## src/rtl/ifetch_if.sv

```systemverilog
// Fetch-side bus bundle: branch redirect, instruction-memory request/response and decode handoff.
interface ifetch_if;
  logic        bmu_vld;
  logic        ifetch_taken;
  logic [63:0] ifetch_taken_pc;
  logic        imem_req_vld;
  logic        imem_req_rdy;
  logic [63:0] imem_req_addr;
  logic        imem_rsp_vld;
  logic [31:0] imem_rsp_data;
  logic        inst_vld;
  logic        inst_rdy;
  logic [31:0] inst;
  logic [63:0] inst_pc;

  // Fetch controller view.
  modport master (
    input  bmu_vld, ifetch_taken, ifetch_taken_pc,
    input  imem_req_rdy, imem_rsp_vld, imem_rsp_data, inst_rdy,
    output imem_req_vld, imem_req_addr, inst_vld, inst, inst_pc
  );

  // Environment view: branch unit, instruction memory and decode.
  modport slave (
    output bmu_vld, ifetch_taken, ifetch_taken_pc,
    output imem_req_rdy, imem_rsp_vld, imem_rsp_data, inst_rdy,
    input  imem_req_vld, imem_req_addr, inst_vld, inst, inst_pc
  );
endinterface

```

## src/rtl/ifetch_ctrl.sv

```systemverilog
// Single-outstanding instruction fetch controller with branch redirect and
// stale-response dropping.
module ifetch_ctrl #(
  parameter logic [63:0] RESET_PC = 64'h0000_0000_8000_0000
) (
  input  logic     clk,
  input  logic     rst_n,
  ifetch_if.master bus
);

  typedef enum logic [1:0] {IDLE, REQ, WAIT, OUT} state_t;

  state_t      state_q, state_d;
  logic [63:0] pc_q, pc_d;
  logic        drop_q, drop_d;
  logic [31:0] inst_q, inst_d;
  logic [63:0] inst_pc_q, inst_pc_d;
  logic        redirect;

  assign redirect = bus.bmu_vld & bus.ifetch_taken;

  // State register.
  // NOTE: sequential state uses non-blocking assignments only; the held
  // instruction and its pc are reset too so IDLE drives all-zero outputs.
  always_ff @(posedge clk) begin
    if (!rst_n) begin
      state_q   <= IDLE;
      pc_q      <= RESET_PC;
      drop_q    <= 1'b0;
      inst_q    <= '0;
      inst_pc_q <= '0;
    end else begin
      state_q   <= state_d;
      pc_q      <= pc_d;
      drop_q    <= drop_d;
      inst_q    <= inst_d;
      inst_pc_q <= inst_pc_d;
    end
  end

  // Next-state logic.
  // NOTE: every variable gets a hold default first so no latch is inferred.
  always_comb begin
    state_d   = state_q;
    pc_d      = pc_q;
    drop_d    = drop_q;
    inst_d    = inst_q;
    inst_pc_d = inst_pc_q;
    case (state_q)
      IDLE: begin
        state_d = REQ;
        if (redirect) pc_d = bus.ifetch_taken_pc;
      end
      REQ: begin
        if (redirect) pc_d = bus.ifetch_taken_pc;
        // An accepted request carrying the pre-redirect address must be dropped.
        if (bus.imem_req_rdy) begin
          state_d = WAIT;
          drop_d  = redirect;
        end
      end
      WAIT: begin
        if (bus.imem_rsp_vld) begin
          if (drop_q || redirect) begin
            drop_d  = 1'b0;
            state_d = REQ;
            if (redirect) pc_d = bus.ifetch_taken_pc;
          end else begin
            inst_d    = bus.imem_rsp_data;
            inst_pc_d = pc_q;
            state_d   = OUT;
          end
        end else if (redirect) begin
          pc_d   = bus.ifetch_taken_pc;
          drop_d = 1'b1;
        end
      end
      OUT: begin
        // Redirect wins over a same-cycle handshake; decode flushes that word.
        if (redirect) begin
          pc_d    = bus.ifetch_taken_pc;
          state_d = REQ;
        end else if (bus.inst_rdy) begin
          pc_d    = pc_q + 64'd4;
          state_d = REQ;
        end
      end
      default: state_d = IDLE;
    endcase
  end

  // Outputs decode only registered state, never a live input.
  always_comb begin
    bus.imem_req_vld  = (state_q == REQ);
    bus.imem_req_addr = (state_q == REQ) ? pc_q : '0;
    bus.inst_vld      = (state_q == OUT);
    bus.inst          = inst_q;
    bus.inst_pc       = inst_pc_q;
  end

endmodule
```

## src/flat_wrapper.sv

```systemverilog
// flat-port wrapper written by rule: the top's interface ports become plain ports
module ifetch_ctrl_flat 
#(
  parameter logic [63:0] RESET_PC = 64'h0000_0000_8000_0000
)
  (clk, rst_n, bus_bmu_vld, bus_ifetch_taken, bus_ifetch_taken_pc, bus_imem_req_rdy, bus_imem_rsp_vld, bus_imem_rsp_data, bus_inst_rdy, bus_imem_req_vld, bus_imem_req_addr, bus_inst_vld, bus_inst, bus_inst_pc);
  ifetch_if bus_i ();
  input  logic clk;
  input  logic rst_n;
  input wire logic [$bits(bus_i.bmu_vld)-1:0] bus_bmu_vld;
  input wire logic [$bits(bus_i.ifetch_taken)-1:0] bus_ifetch_taken;
  input wire logic [$bits(bus_i.ifetch_taken_pc)-1:0] bus_ifetch_taken_pc;
  input wire logic [$bits(bus_i.imem_req_rdy)-1:0] bus_imem_req_rdy;
  input wire logic [$bits(bus_i.imem_rsp_vld)-1:0] bus_imem_rsp_vld;
  input wire logic [$bits(bus_i.imem_rsp_data)-1:0] bus_imem_rsp_data;
  input wire logic [$bits(bus_i.inst_rdy)-1:0] bus_inst_rdy;
  output wire logic [$bits(bus_i.imem_req_vld)-1:0] bus_imem_req_vld;
  output wire logic [$bits(bus_i.imem_req_addr)-1:0] bus_imem_req_addr;
  output wire logic [$bits(bus_i.inst_vld)-1:0] bus_inst_vld;
  output wire logic [$bits(bus_i.inst)-1:0] bus_inst;
  output wire logic [$bits(bus_i.inst_pc)-1:0] bus_inst_pc;
  assign bus_i.bmu_vld = bus_bmu_vld;
  assign bus_i.ifetch_taken = bus_ifetch_taken;
  assign bus_i.ifetch_taken_pc = bus_ifetch_taken_pc;
  assign bus_i.imem_req_rdy = bus_imem_req_rdy;
  assign bus_i.imem_rsp_vld = bus_imem_rsp_vld;
  assign bus_i.imem_rsp_data = bus_imem_rsp_data;
  assign bus_i.inst_rdy = bus_inst_rdy;
  assign bus_imem_req_vld = bus_i.imem_req_vld;
  assign bus_imem_req_addr = bus_i.imem_req_addr;
  assign bus_inst_vld = bus_i.inst_vld;
  assign bus_inst = bus_i.inst;
  assign bus_inst_pc = bus_i.inst_pc;
  ifetch_ctrl #(.RESET_PC(RESET_PC)) u_core (.clk(clk), .rst_n(rst_n), .bus(bus_i));
endmodule
```

## config.mk

```make
export PLATFORM = sky130hd
export DESIGN_NAME = ifetch_ctrl_flat
export DESIGN_NICKNAME = d
export VERILOG_FILES = /design/src/rtl/ifetch_if.sv /design/src/rtl/ifetch_ctrl.sv /design/src/flat_wrapper.sv
export SDC_FILE = /design/constraint.sdc
export NUM_CORES = 1
export LEC_CHECK = 0
export ABC_CLOCK_PERIOD_IN_PS = 4390
export CAP_MARGIN = 25
export CORE_MARGIN = 2
export CORE_UTILIZATION = 50
export CTS_CLUSTER_DIAMETER = 100
export DETAILED_ROUTE_END_ITERATION = 12
export GPL_ROUTABILITY_DRIVEN = 0
export HOLD_SLACK_MARGIN = 0.06
export PLACE_DENSITY = 0.84
export SETUP_SLACK_MARGIN = 0.2
export SLEW_MARGIN = 20
export SYNTH_ARGS = -nofsm -noshare
export SYNTH_HDL_FRONTEND = slang
export SYNTH_SLANG_ARGS = --single-unit
```

## constraint.sdc

```tcl
create_clock -name clk -period 4.39 [get_ports clk]
set_input_delay 0.878 -clock clk [delete_from_list [all_inputs] [get_ports clk]]
set_output_delay 0.878 -clock clk [all_outputs]
set_load 0.01 [all_outputs]
```

==> summary.txt, run 1 <==
Timing
  – Max Slew Vio Count: 0
  – Clock Skew: 0.01097 ns
  – Worst-Margin Slew: 1.010 ns
  – Slew margin rel.: 32.39%
  – Final Setup Violations: 0
  – Total negative slack: 0 ns
  – Final Cycle Share: 73.64%
  – Max Fclk: 0.3093 GHz
  – Fin crit period: 3.233 ns
  – Unrepaired setup endpoints after global routing: false
  – Hold Vio Cnt, Final: 0

Global route
  – Largest net degree at the start of global routing: 97
  – Overflow after GRT: 0
  – Initial antenna violation count: 0
  – First-pass GRT wire length: between 40 and 50 mm
  – Vias in the first global route: 8217
  – Tot GR Track Use: 30.16%

Critical path
  – Reg2Reg Depth: 6
  – CP startpoint: u_core.state_q[0]$_SDFFE_PN0P_
  – Critical Path Max Stage Delay: about 0.56 ns
  – CP arrival: 2.35 ns
  – Crit. End Element: output pin
  – Type of origin of the critical path: flip-flop
  – Worst-path maximum fanout: 39
  – Delay-heaviest family, CP: buffers and inverters
  – Stages on worst setup path: 4
  – R2R setup slack: 1.54 ns
  – CP Cell Sequence: ha_2 -> buf_16 -> and2_1 -> clkdlybuf4s50_1
  – Worst Setup EP: bus_imem_req_addr[31]
  – Crit Reg-Reg Startpoint: u_core.pc_q[12]$_SDFFE_PN0P_
  – R2R Path End: u_core.pc_q[57]$_SDFFE_PN0P_
  – Worst path required time: 3.51 ns
  – Slowest CP cell: ha_2
  – Worst Path Class, Setup: flip-flop to output pin
  – Count of buffer and inverter cells on the critical path: 2

Job
  – Max_cap viols: 0

Routing
  – # DRC: 0
  – Post-route antenna net violation count: 0
  – DRT iter0 DRCs: about 950
  – TritonRoute pass-1 iters: 5
  – Vias per cell: 5.820
  – Wirelength per Cell: 17.37 um
  – Vias: ~9000
  – Total Wirelength: between 20 and 30 mm

Cells and area
  – Post-layout util: 72.03%
  – Fillers: roughly 1300
  – Commonest cells after routing, fill and taps aside: 264 x clkdlybuf4s50_1, 263 x nand2_1, 163 x dfxtp_1, 146 x a21oi_1, 75 x and2_1
  – Layout cell share with drive strength beyond 1: 5.138%
  – Syn-to-layout area delta: 41.36%
  – Final nets: 1399
  – Ant diodes: 0
  – Commonest non-fill, non-tap cell in the layout: clkdlybuf4s50_1

Die
  – Height of the die: 131.0 um
  – CORE AREA: 15830 um^2
  – Die area: between 15000 and 20000 um^2
  – I/O pin cnt: 265
  – FP Rows: 46
  – Die Span X: 131.0 um
  – Initial Utilization: 50.96%

Logic synthesis
  – EDFF count, synth: 0
  – Synth area leader: dfxtp_1
  – Number of synthesized register bits: 163
  – Largest cells by area after synthesis: dfxtp_1 40%, nand2_1 12%, a21oi_1 9.1%, and2_1 5.9%, clkbuf_1 3.4%
  – Asr flop ratio synth: 0%
  – Post-synth cell types: 64
  – Average size of a mapped cell: around 7.5 um^2
  – Top FF cell, synth: dfxtp_1
  – Netlist area before placement: 8065 um^2
  – Seq/Total Area, Yosys: between 40% and 50%
  – Synthesis warning total: 0
  – Share of the synthesized area in the top cell type: 40.46%
  – Syn Nets: 1186
  – Cells after Synth: 1078

Clock network
  – Max clock buf depth: 2
  – TritonCTS Sinks: 163
  – Cts hold-fix bufs: 0
  – Post-CTS sizing: 0
  – CTS H-tree depth: 4
  – Number of CTS-inserted buffers: 17
  – Worst skew pair latency: 0.42 ns
  – CTS root buf: clkbuf_16
  – Clk pin slew, worst setup/hold paths: roughly 0.06 ns
  – CTS tree: yes
  – Postcts setup bufs: 0

Place
  – I/O Buffers: 264
  – Dpl hpwl: ~18 mm

Worst hold path
  – Hold/Removal Path Class: flip-flop to flip-flop

Power and ir drop
  – Worst VDD drop: 0.2736 mV
  – P_leak: 0.003829 uW
  – Pwr/cell area: 306.1 nW/um^2

Status
  – Outcome: finished, final reports clean
-- sequential cells by signal (all words and copies together), names as in the netlist --
signal and cells:
u_core.bus.inst 32, u_core.bus.inst_pc 64, u_core.pc_q 64, u_core.state_q 2, u_core.drop_q 1
-- cell type report --
class                           instances  area (um^2)  area share [%]
Tap cell                              216        270.3           2.371
Clock inverter                         12        131.4           1.152
Multi-Input combinational cell        823         4474           39.25
Timing Repair Buffer                  278         2793           24.50
Inverter                                8        32.53          0.2853
Clock buffer                           20        436.7           3.830
Sequential cell                       163         3263           28.62
-- worst min-delay path, delay by kind of cell, from the launching register on --
kind,cells,cell delay (ns)
simple gates,1,0.05
compound gates,1,0.05
flops,1,0.31
-- through the flow --
| stage | cell area [um^2] | hold WS (ns) | instances | power, uW | setup slack (ns) |
|---|---|---|---|---|---|
| detailed placement | 10790 | 0.4457 | 1486 | 2045 | 0.9339 |
| global placement | 10790 | 0.4402 | 1486 | 2037 | 1.037 |
| global route | 11400 | 0.4672 | 1520 | 3611 | 1.021 |
| floorplan | 8065 | 0.4405 | 1078 | 1813 | 1.805 |
| CTS | 11350 | 0.4531 | 1518 | 3488 | 0.9192 |
| finish | 11400 | 0.4530 | 1520 | 3490 | 1.157 |
-- report_power, final --
group / internal (uW) / switching (uW)
Sequential: 1520 / 70.6
Combinational: 225 / 212
Clock: 839 / 621
Total: 2590 / 903
-- routing by layer --
metal	vias to the layer above	track usage [%]	wire length [um]
met5	-	0	0
met4	0	10.58	692
met3	66	8.917	2659
met2	456	48.89	12470
met1	4104	38.36	10580
li1	4221	-	-
-- worst min path at each step --
stage	from	end	slack [ns]	cells past startpoint
6_report	u_core.bus.inst_pc[39]$_SDFFE_PN0P_	u_core.bus.inst_pc[39]$_SDFFE_PN0P_	0.45	2
4_1_cts	u_core.bus.inst[1]$_SDFFE_PN0P_	u_core.bus.inst[1]$_SDFFE_PN0P_	0.45	2
3_3_place_gp	u_core.bus.inst_pc[30]$_SDFFE_PN0P_	u_core.bus.inst_pc[30]$_SDFFE_PN0P_	0.44	2
5_1_grt	u_core.bus.inst[27]$_SDFFE_PN0P_	u_core.bus.inst[27]$_SDFFE_PN0P_	0.47	2
2_1_floorplan	u_core.pc_q[0]$_SDFFE_PN0P_	u_core.bus.inst_pc[0]$_SDFFE_PN0P_	0.44	2
3_5_place_dp	u_core.bus.inst_pc[39]$_SDFFE_PN0P_	u_core.bus.inst_pc[39]$_SDFFE_PN0P_	0.45	2
-- logic make-up (layout without fill, tap and decap cells) --
family / count (synthesis) / after routing / synth area share (%)
compound gates: 288 / 288 / 21.98
xor+xnor: 3 / 3 / 0.3258
fa+ha+maj: 5 / 5 / 0.7757
buf+inv: 92 / 318 / 4.375
flops: 163 / 163 / 40.46
mux: 3 / 3 / 0.3723
simple gates: 524 / 524 / 31.71
-- synth_stat cells, types with 16 or more instances --
master / instances
nand2_1: 264
o21ai_0: 33
clkbuf_1: 72
and2_1: 76
o211ai_1: 17
nand4_1: 20
nand3_1: 35
dfxtp_1: 163
nor2_1: 42
a22oi_1: 16
nor3_1: 17
a21oi_1: 146
Power figures use the tool's default switching activity.
==> run 2: changes to the inputs <==
- ABC_CLOCK_PERIOD_IN_PS: 4390 -> 2600
- CORE_UTILIZATION: 50 -> 42
- PLACE_DENSITY: 0.84 -> 0.75
- clock period: 4.39 -> 2.6 ns (I/O delays scaled with it)
==> summary.txt, run 2 (synthesis results as in run 1) <==
Clock network
  – CTS H-tree depth: 4 (unchanged)
  – Cts hold-fix bufs: 0 (unchanged)
  – Worst skew pair latency: 0.43 ns (about the same)
  – Max clock buf depth: 2 (unchanged)
  – Number of CTS-inserted buffers: 17 (unchanged)
  – CTS tree: yes
  – Clk pin slew, worst setup/hold paths: 0.07 ns (about the same)
  – CTS root buf: clkbuf_16
  – TritonCTS Sinks: 163 (unchanged)

Place
  – DP Worst Slack: -0.004533 ns (-0.9384 ns)
  – I/O Buffers: 264 (unchanged)
  – Cell total after placement: 1561 (+5.0%)
  – Placed Instance Area: 11350 um^2 (+5.2%)
  – Dpl hpwl: 19.37 mm (+8.2%)

Timing
  – Slew margin rel.: 59.69% (+27 points)
  – Worst-Margin Slew: 0.6047 ns (-0.4057 ns)
  – Final Cycle Share: 92.61%
  – Clock Skew: 0.008167 ns (-0.002798 ns)
  – Total negative slack: 0 ns (unchanged)
  – Final Setup Violations: 0 (unchanged)
  – Worst setup margin: 0.1921 ns (-0.9649 ns)
  – Fin crit period: around 2.4 ns
  – Unrepaired setup endpoints after global routing: true
  – Hold Vio Cnt, Final: 0 (unchanged)
  – Max Fclk: 0.4153 GHz
  – Max Slew Vio Count: 0 (unchanged)

Cells and area
  – Final nets: 1459 (+4.3%)
  – Layout cell share with drive strength beyond 1: 9.978% (+4.8 points)
  – Fillers: 1633 (+26%)
  – Post-layout util: 64.51% (-7.5 points)
  – Final Cell Area: 12110 um^2 (+6.2%)
  – Ant diodes: 0 (unchanged)
  – Fin cells: 1597 (+5.1%)
  – Commonest non-fill, non-tap cell in the layout: nand2_1
  – Syn-to-layout area delta: 50.12%
  – Commonest cells after routing, fill and taps aside: 261 x nand2_1, 243 x clkdlybuf4s50_1, 161 x dfxtp_1, 146 x a21oi_1, 75 x and2_1

Power and ir drop
  – P_leak: 0.004506 uW (+18%)
  – Worst VDD drop: 0.4820 mV (+76%)
  – Pwr/cell area: 518.5 nW/um^2 (+69%)

Die
  – I/O pin cnt: 265 (unchanged)
  – FP Rows: 50 (+8.7%)
  – Initial Utilization: 42.97% (-8.0 points)
  – CORE AREA: 18770 um^2 (+19%)
  – Height of the die: 142.6 um (+8.8%)
  – Die area: 20330 um^2 (+18%)
  – Die Span X: 142.6 um (+8.8%)

Global route
  – Initial antenna violation count: 0 (unchanged)
  – Overflow after GRT: 0 (unchanged)
  – Largest net degree at the start of global routing: 55 (-43%)
  – Vias in the first global route: 8468 (+3.1%)
  – Tot GR Track Use: 26.34% (-3.8 points)
  – First-pass GRT wire length: 43.21 mm (+4.6%)

Critical path
  – Worst-path maximum fanout: 39 (unchanged)
  – Type of origin of the critical path: flip-flop
  – R2R setup slack: 0.28 ns (-1.26 ns)
  – CP arrival: 1.89 ns (-0.46 ns)
  – Worst path required time: 2.08 ns (-1.43 ns)
  – Crit. End Element: output pin
  – Worst Path Class, Setup: flip-flop to output pin

Routing
  – TritonRoute pass-1 iters: 8 (+3)
  – Wirelength per Cell: 17.36 um (about the same)
  – Vias: 9041 (+2.2%)
  – Total Wirelength: 27.73 mm (+5.0%)
  – DRT iter0 DRCs: 695 (-27%)
  – Post-route antenna net violation count: 0 (unchanged)
  – # DRC: 0 (unchanged)
  – Vias per cell: 5.661 (-2.7%)

Worst hold path
  – Hold/Removal Path Class: flip-flop to flip-flop

Job
  – Max_cap viols: 0 (unchanged)

Status
  – Outcome: finished, final reports clean
-- run 2: routing by layer --
| metal | global-route usage, % | up-vias | wire, um |
|---|---|---|---|
| met5 | 0 | - | 0 |
| met1 | 33.88 | 4207 | 11520 |
| met3 | 7.167 | 62 | 2449 |
| met4 | 8.025 | 0 | 637 |
| met2 | 43.17 | 424 | 13120 |
| li1 | - | 4348 | - |
-- run 2: what timing repair did --
item                                    4_1_cts  5_1_grt
pin swaps                                     1        1
setup buffers                                 1        3
gates resized for setup                      13       18
cloned                                        0        1
endpoints found under the setup margin       66       64
-- run 2: final timing paths --
path | start | endpoint | cells after the start
worst max-delay path | u_core.state_q[1]$_SDFFE_PN0P_ | bus_imem_req_addr[7] | 5
worst max register to register | u_core.pc_q[15]$_SDFFE_PN0P_ | u_core.pc_q[58]$_SDFFE_PN0P_ | 6
worst min-delay path | u_core.bus.inst[30]$_SDFFE_PN0P_ | u_core.bus.inst[30]$_SDFFE_PN0P_ | 2
worst min register to register | u_core.bus.inst[30]$_SDFFE_PN0P_ | u_core.bus.inst[30]$_SDFFE_PN0P_ | 2
-- run 2: per-stage QoR --
stage	hold WS [ns]	total power (uW)
final	0.4525	6278
after CTS	0.4556	6282
after floorplan	0.4405	3061
after global routing	0.4687	6494
after detailed placement	0.4464	3540
after global placement	0.4406	3529
-- run 2: area by class of cell --
cell class / count / area, um^2 / share of cell area, %
clock buffer: 18 / 439.2 / 3.627
clock inverter: 13 / 197.7 / 1.633
inverter: 8 / 32.53 / 0.2687
multi-input combinational: 823 / 4501 / 37.17
sequential: 163 / 3266 / 26.97
tap: 234 / 292.8 / 2.418
timing repair buffer: 338 / 3379 / 27.91
-- run 2: worst max-delay path: stages (launching register included) --
cell,delay (ns)
dfxtp_2,0.34
inv_2,0.08
ha_4,0.17
buf_12,0.19
and2_1,0.16
clkdlybuf4s50_1,0.53
-- run 2: where the power goes --
group / switching [uW] / internal, uW
Clock: 1100 / 1650
Sequential: 78.1 / 2570
Combinational: 425 / 455
==> run 3: changes to the inputs <==
- GPL_TIMING_DRIVEN: default -> 0
==> summary.txt, run 3 (synthesis results as in run 1) <==
Die
  – Initial Utilization: 42.97% (unchanged)
  – Die area: 20330 um^2 (unchanged)
  – Die Span X: 142.6 um (unchanged)
  – FP Rows: 50 (unchanged)
  – I/O pin cnt: 265 (unchanged)
  – CORE AREA: 18770 um^2 (unchanged)
  – Height of the die: 142.6 um (unchanged)

Critical path
  – Crit. End Element: flip-flop
  – Worst path required time: 2.98 ns (+0.90 ns)
  – Worst-path maximum fanout: 10 (-74%)
  – CP arrival: 2.73 ns (+0.84 ns)
  – Type of origin of the critical path: flip-flop
  – Worst Path Class, Setup: flip-flop to flip-flop

Clock network
  – CTS tree: yes
  – Number of CTS-inserted buffers: 17 (unchanged)
  – CTS root buf: clkbuf_16
  – TritonCTS Sinks: 163 (unchanged)
  – Worst skew pair latency: 0.44 ns (about the same)
  – Max clock buf depth: 2 (unchanged)
  – CTS H-tree depth: 4 (unchanged)
  – Clk pin slew, worst setup/hold paths: 0.07 ns (about the same)
  – Cts hold-fix bufs: 0 (unchanged)

Worst hold path
  – Hold/Removal Path Class: flip-flop to flip-flop

Timing
  – Max Fclk: 0.4264 GHz (+2.7%)
  – Unrepaired setup endpoints after global routing: true
  – Slew margin rel.: 43.79% (-16 points)
  – Hold Vio Cnt, Final: 0 (unchanged)
  – Final Cycle Share: 90.20% (-2.4 points)
  – Hold_ws: 0.4530 ns (+0.0005090 ns)
  – Worst-Margin Slew: 0.8431 ns (+0.2385 ns)
  – Final Setup Violations: 0 (unchanged)
  – Fin crit period: 2.345 ns (-0.06256 ns)
  – Worst setup margin: 0.2547 ns (+0.06256 ns)
  – Clock Skew: 0.009122 ns (+0.0009550 ns)
  – Max Slew Vio Count: 0 (unchanged)

Power and ir drop
  – Overall power: 6110 uW (-2.7%)
  – Pwr/cell area: 511.6 nW/um^2 (-1.3%)
  – P_leak: 0.004447 uW (-1.3%)
  – Worst VDD drop: 0.5084 mV (+5.5%)

Routing
  – TritonRoute pass-1 iters: 7 (-1)
  – DRT iter0 DRCs: 1148 (+65%)
  – Vias: 9519 (+5.3%)
  – Vias per cell: 5.851 (+3.3%)
  – Post-route antenna net violation count: 0 (unchanged)
  – Total Wirelength: 31.68 mm (+14%)
  – # DRC: 0 (unchanged)
  – Wirelength per Cell: 19.47 um (+12%)

Cells and area
  – Commonest non-fill, non-tap cell in the layout: nand2_1
  – Final nets: 1488 (+2.0%)
  – Syn-to-layout area delta: 48.08%
  – Layout cell share with drive strength beyond 1: 10.62% (+0.65 points)
  – Commonest cells after routing, fill and taps aside: 261 x nand2_1, 200 x clkdlybuf4s50_1, 153 x dfxtp_1, 146 x a21oi_1, 76 x and2_1
  – Final Cell Area: 11940 um^2 (-1.4%)
  – Ant diodes: 0 (unchanged)

Global route
  – Initial antenna violation count: 0 (unchanged)
  – Vias in the first global route: 8761 (+3.5%)
  – Overflow after GRT: 0 (unchanged)
  – Largest net degree at the start of global routing: 17 (-69%)
  – First-pass GRT wire length: 47.25 mm (+9.3%)
  – Tot GR Track Use: 29.97% (+3.6 points)

Status
  – Outcome: finished, final reports clean

Place
  – I/O Buffers: 264 (unchanged)
  – DP Worst Slack: -0.9826 ns (-0.9781 ns)
  – Dpl hpwl: 22.46 mm (+16%)
  – Placed Instance Area: 11000 um^2 (-3.1%)

Job
  – Max_cap viols: 0 (unchanged)
-- run 3: per-stage QoR --
stage / util, % / TNS, ns / std cells
floorplan: - / 0 / 1078
global placement: 58.61 / -97.43 / 1576
detailed placement: 58.61 / -97.81 / 1576
CTS: 62.51 / 0 / 1616
global route: 63.63 / 0 / 1627
finish: 63.63 / 0 / 1627
-- run 3: what timing repair did --
action,CTS,global route
pin swaps,5,8
cloned,0,1
endpoints found under the setup margin,163,140
resized for setup,120,67
setup buffers,8,10
-- run 3: path summary, 6_finish.rpt --
| path | start | end | slack [ns] | cells past startpoint |
|---|---|---|---|---|
| min reg2reg | u_core.bus.inst[15]$_SDFFE_PN0P_ | u_core.bus.inst[15]$_SDFFE_PN0P_ | 0.45 | 2 |
| min | u_core.bus.inst[15]$_SDFFE_PN0P_ | u_core.bus.inst[15]$_SDFFE_PN0P_ | 0.45 | 2 |
| max | u_core.pc_q[32]$_SDFFE_PN0P_ | u_core.pc_q[49]$_SDFFE_PN0P_ | 0.25 | 7 |
| max reg2reg | u_core.pc_q[32]$_SDFFE_PN0P_ | u_core.pc_q[49]$_SDFFE_PN0P_ | 0.25 | 7 |
-- run 3: final cells by class --
cell class,count,area [um^2]
tap,234,292.8
timing repair buffer,282,2704
clock inverter,15,170.2
inverter,8,30.03
buffer,84,432.9
clock buffer,17,425.4
fill,1689,6825
sequential,163,3283
multi-input combinational,824,4604
-- run 3: worst max-delay path, stage by stage (launching register included) --
cell	delay, ns
dfxtp_1	0.33
clkbuf_1	0.34
nand4_1	0.29
nor3_1	0.26
nand4_1	0.22
buf_2	0.28
or4_1	0.48
nand3_1	0.10
-- run 3: routing by layer --
| metal | routed length, um | global-route usage (%) | vias to the layer above |
|---|---|---|---|
| met1 | 12410 | 37.22 | 4381 |
| met3 | 3770 | 9.152 | 122 |
| met5 | 0 | 0 | - |
| li1 | - | - | 4409 |
| met2 | 14280 | 48.20 | 607 |
| met4 | 1224 | 12.82 | 0 |
-- run 3: where the power goes --
group          internal (uW)  switching (uW)
Combinational            396             427
Clock                   1450            1160
Sequential              2570             112
